### config.mk
export PLATFORM = sky130hd
export DESIGN_NAME = serial_subtractor
export DESIGN_NICKNAME = d
export VERILOG_FILES = /design/src/rtl/serial_subtractor.sv
export SDC_FILE = /design/constraint.sdc
export NUM_CORES = 1
export LEC_CHECK = 0
export BUFFER_PORTS_ARGS = -buffer_cell sky130_fd_sc_hd__buf_2
export CORE_UTILIZATION = 58
export CTS_CLUSTER_DIAMETER = 200
export CTS_CLUSTER_SIZE = 12
export DETAILED_ROUTE_END_ITERATION = 10
export GPL_TIMING_DRIVEN = 0
export PLACE_DENSITY = 0.85
export SETUP_SLACK_MARGIN = 0.2
export SYNTH_ARGS = -nofsm -noshare
export SYNTH_HDL_FRONTEND = slang
export SYNTH_SLANG_ARGS = --single-unit
### constraint.sdc
create_clock -name clk -period 3.9 [get_ports clk]
set_clock_uncertainty 0.1 [all_clocks]
set_input_delay 0 -clock clk [delete_from_list [all_inputs] [get_ports clk]]
set_output_delay 0 -clock clk [all_outputs]
set_load 0.005 [all_outputs]
### src/rtl/serial_subtractor.sv
// Bit-serial WIDTH-bit subtractor: computes a - b - bin one bit per clock, LSB first,
// through a single full-subtractor cell with a registered borrow between bits.
//
// state | meaning
// IDLE  | waiting for start; outputs hold the last result
// SHIFT | one operand bit pair consumed per edge, LSB first
// DONE  | one-cycle result strobe; a new start is accepted here too
module serial_subtractor #(
  parameter int WIDTH = 8
) (
  input  logic             clk,
  input  logic             rst,
  input  logic             start,
  input  logic [WIDTH-1:0] a,
  input  logic [WIDTH-1:0] b,
  input  logic             bin,
  output logic             busy,
  output logic             done,
  output logic [WIDTH-1:0] diff,
  output logic             bout
);

  localparam int CW = $clog2(WIDTH) + 1;

  typedef enum logic [1:0] {IDLE, SHIFT, DONE} state_t;

  state_t           state, state_nxt;
  logic [WIDTH-1:0] a_sr, b_sr, r_sr;
  logic             brw;
  logic [CW-1:0]    cnt;
  logic             cell_d, cell_b, accept, last;

  assign cell_d = a_sr[0] ^ b_sr[0] ^ brw;
  assign cell_b = (~a_sr[0] & b_sr[0]) | (~(a_sr[0] ^ b_sr[0]) & brw);
  assign last   = (cnt == CW'(WIDTH - 1));
  assign accept = (state != SHIFT) && start;

  assign busy = (state == SHIFT);
  assign done = (state == DONE);

  always_comb begin
    state_nxt = state;
    case (state)
      IDLE:    if (start) state_nxt = SHIFT;
      SHIFT:   if (last) state_nxt = DONE;
      DONE:    state_nxt = start ? SHIFT : IDLE;
      default: state_nxt = IDLE;
    endcase
  end

  always_ff @(posedge clk) begin
    if (rst) begin
      state <= IDLE;
      a_sr  <= '0;
      b_sr  <= '0;
      r_sr  <= '0;
      brw   <= 1'b0;
      cnt   <= '0;
      diff  <= '0;
      bout  <= 1'b0;
    end else begin
      state <= state_nxt;
      if (accept) begin
        a_sr <= a;
        b_sr <= b;
        brw  <= bin;
        cnt  <= '0;
      end else if (state == SHIFT) begin
        a_sr <= {1'b0, a_sr[WIDTH-1:1]};
        b_sr <= {1'b0, b_sr[WIDTH-1:1]};
        r_sr <= {cell_d, r_sr[WIDTH-1:1]};
        brw  <= cell_b;
        cnt  <= cnt + 1'b1;
        // the final bit goes straight to the outputs so no partial result is ever visible
        if (last) begin
          diff <= {cell_d, r_sr[WIDTH-1:1]};
          bout <= cell_b;
        end
      end
    end
  end

endmodule
==> reports/results.txt <==
The HPWL after detailed placement is 2450 um. STA puts the critical path data required time at 4.11 ns. Wire length after detailed routing: 4350 um.

Yosys printed 0 warnings. After floorplanning, the core was sized to cover 2730 um^2. Kind of start point of the critical path: a register.

The post-CTS clock slew at the launch and capture registers of the worst setup and hold paths was 0.12 ns; the clock period minus worst slack was 2.37 ns. The worst-path cell with the longest stage delay was dlygate4sd3_1. The run gives 153 as the fill cell instance count of the final layout. Adding up every negative setup slack in the final design gives 0 ns. The number of enable flip-flop cells after synthesis was 0; the total of max-cap violations was 0.

Walking the worst path, the cells encountered are nand2b_1 -> buf_6 -> buf_6 -> o211a_1 -> dlygate4sd3_1 -> a211oi_1 -> dlygate4sd3_1. A synthesized cell averages 9.30 um^2. Critical-path maximum fanout: 10.

In the synthesized netlist the async set-or-reset flop fraction comes to 0%. Cells with a size suffix above 1 make up 21.4% of the layout. In the synthesized netlist, the number of instances is 178. Synthesis inferred 39 register bits. The total power came out at 0.899 mW.

Global routing used 30.2% of the available tracks across all layers. The number of buffers and inverters on the critical path is 4. By area the synthesized netlist is led by dfxtp_1 47%, mux2i_1 9.7%, a211oi_1 6.8%.

Once the floorplan was initialized, standard cells occupied 60.5% of the core. At the end of the flow, the number of nets in the layout was 259. The total overflow left after global routing is 0. 0 antenna diodes ended up in the layout. When the netlist entered floorplanning its net count stood at 200.

Routability-driven placement finished with a final weighted congestion of 0.762. The critical path capture point type is a register. The number of max-slew violations in the final report came out at 0. Static timing analysis puts the maximum clock frequency at 0.422 GHz. The detailed-route vias per instance was 5.70. The number of endpoints with negative hold slack in the final report is 0. The cell sitting at the root of the clock tree is a clkbuf_4. The initialized floorplan defines 19 standard-cell rows. The die covers 3070 um^2. Wire length per cell after detailed routing: 16.2 um. For the static leakage power, the log shows 0.933 nW.

The clock net in this run drives a total of 39 sinks. TritonCTS built the clock tree. The number of setup buffers added after CTS is 0. The run gives 2.58 ns as the critical path arrival. The count of input and output buffers was 28.

Pin placement for this block handled 31 I/O pins. Combinational logic is responsible for 14.6% of the overall power. The most used flip-flop cell after synthesis is dfxtp_1. Share of total power consumed by net switching: 24.0%. The final critical path takes up 60.8% of the cycle. For the worst-skew pair, the clock arrives at the later sink with an insertion delay of 0.36 ns. The normalized max-slew margin is 65.3%.

Setup repair after global routing left no endpoint under its margin. Yosys instantiated no cell more often than dfxtp_1. The worst IR drop on VDD was 0.000356 V; the largest net degree at the start of global routing was 13. Share of Yosys cell area claimed by the top area cell type: 47.2%. The share of the core filled with cells in the final layout is 79.6%, and the power per unit of standard cell area is 413 nW/um^2. The tools report the number of clock buffers inserted by TritonCTS as 5. The first global-routing pass estimated 7180 um of wire. Summed over all nets, the switching power comes to 0.216 mW.

The tools report the number of antenna violations at the first check in global routing as 0. Maximum number of buffers from clock root to sink: 2. The count of nets left with antenna violations once routing finished came out at 0. Sorting the synthesized cells by how often they occur yields 39 x dfxtp_1, 20 x a21oi_1, 16 x mux2i_1, 16 x nand2_1.

The floorplan die width is 55.4 um. The detailed router finished its first iteration with 81 violations. The detailed-router iteration count before antenna repair was 4; the post-route worst hold slack was 0.0380 ns. The layout-stage area growth over the synthesis result works out to 31.4%. For this run, design rule violations remaining after detail routing come to 0. The clock network is responsible for 37.5% of the overall power.

By startpoint and endpoint, the worst setup path is classified as register to register. The number of global-route vias before repair was 1505. The tightest min-delay check is of the input pin to register type. Summing over every cut layer, the via total after detailed routing is 1532. The cell family contributing the most delay on the critical path is buffers and inverters. The stage delay of the slowest cell on the critical path works out to 0.58 ns.

Summing the sequential cell areas from Yosys gives 47.2% of the chip area. In this run the number of H-tree levels came out at 2. Measured along the y axis, the die boundary spans 55.4 um. The netlist area before placement is 1660 um^2, and the internal power consumption is 0.683 mW. The flow ran to the end, and the final reports show no timing, DRC or antenna violations.

The tools report the part of the total power dissipated in sequential elements as 47.9%. The biggest area contributor in the post-synthesis netlist is dfxtp_1. Setup violations remaining at the end of the flow were counted as 0.

The pin slew with the least headroom to its limit is 0.520 ns. After synthesis, the netlist uses 28 different library cells.
[flip-flops by register name, summed over array words and instances, names as in the netlist]
name	flops
brw	1
cnt	4
bout	1
a_sr	8
b_sr	8
diff	8
r_sr	7
state	2
[repair_timing]
action                                 4_1_cts  5_1_grt
endpoints found under the hold margin       27        0
resized for setup                            0        0
hold buffers                                24        0
[layer usage]
layer | track usage, % | routed length (um) | share of wire [%]
met1 | 39.1 | 1890 | 43
met2 | 50.4 | 2170 | 50
met3 | 4.92 | 236 | 5.4
met4 | 11.8 | 59 | 1.4
met5 | 0 | 0 | 0
[final cells by class]
type | count | area (um^2) | area share [%]
buffer | 16 | 114 | 5.23
clock buffer | 6 | 41.3 | 1.90
multi-input combinational | 120 | 749 | 34.4
clock inverter | 2 | 60.1 | 2.76
sequential | 39 | 781 | 35.9
inverter | 3 | 11.3 | 0.518
timing repair buffer | 52 | 380 | 17.5
tap | 31 | 38.8 | 1.78
[per-stage QoR]
stage | cell area [um^2] | instances | setup WS [ns]
finish | 2180 | 269 | 1.53
floorplan | 1660 | 178 | 2.62
global placement | 1830 | 237 | 2.48
detailed placement | 1830 | 237 | 2.46
global route | 2180 | 269 | 1.38
CTS | 2180 | 269 | 1.57
[worst paths after layout]
kind | start | end | slack [ns] | depth (start not counted)
max | state[0] | brw | 1.53 | 7
min | rst | b_sr[1] | 0.04 | 2
max reg2reg | state[0] | brw | 1.53 | 7
min reg2reg | r_sr[1] | r_sr[1] | 0.38 | 2
[cell usage in the layout, fill, tap and decap left out]
cell type / n
nor2b_1: 2
a31oi_1: 1
mux2i_1: 16
buf_4: 5
clkbuf_2: 1
or3_1: 1
nand3_1: 10
dfxtp_1: 39
a211oi_1: 15
nand2_1: 16
nand3b_1: 4
dlygate4sd3_1: 24
nor2_1: 15
clkbuf_4: 5
nor3_1: 3
clkbuf_1: 4
and3b_1: 1
a311oi_1: 1
a21oi_1: 20
ha_1: 1
bufinv_16: 2
nand2b_1: 2
buf_6: 4
inv_2: 1
a211oi_2: 1
fa_1: 1
o211a_1: 1
buf_2: 31
mux2_4: 1
o21ai_0: 8
inv_1: 2
[power groups by stage]
stage | sequential, mW | combinational [mW] | clock, mW
after global placement | 0.437 | 0.0960 | 0
after floorplan | 0.435 | 0.0741 | 0
after global routing | 0.432 | 0.141 | 0.351
after detailed placement | 0.438 | 0.100 | 0
after CTS | 0.429 | 0.123 | 0.338
final | 0.431 | 0.131 | 0.337
[cell families after synthesis]
logic type | after synthesis | share of synthesized area [%]
AOI/OAI and AO/OA | 47 | 17.5
muxes | 17 | 10.6
DFF | 39 | 47.2
buffers and inverters | 19 | 7.56
adders and majority gates | 2 | 1.97
and+or+nand+nor | 54 | 15.2
[worst register-to-register path: cells and delay by family, from the launching register on]
family	cells	cell delay, ns
buffers and inverters	4	1.42
flip-flops	1	0.38
AO/OA/AOI/OAI	2	0.34
AND/OR/NAND/NOR	1	0.08
(Power assumes the default switching activity.)
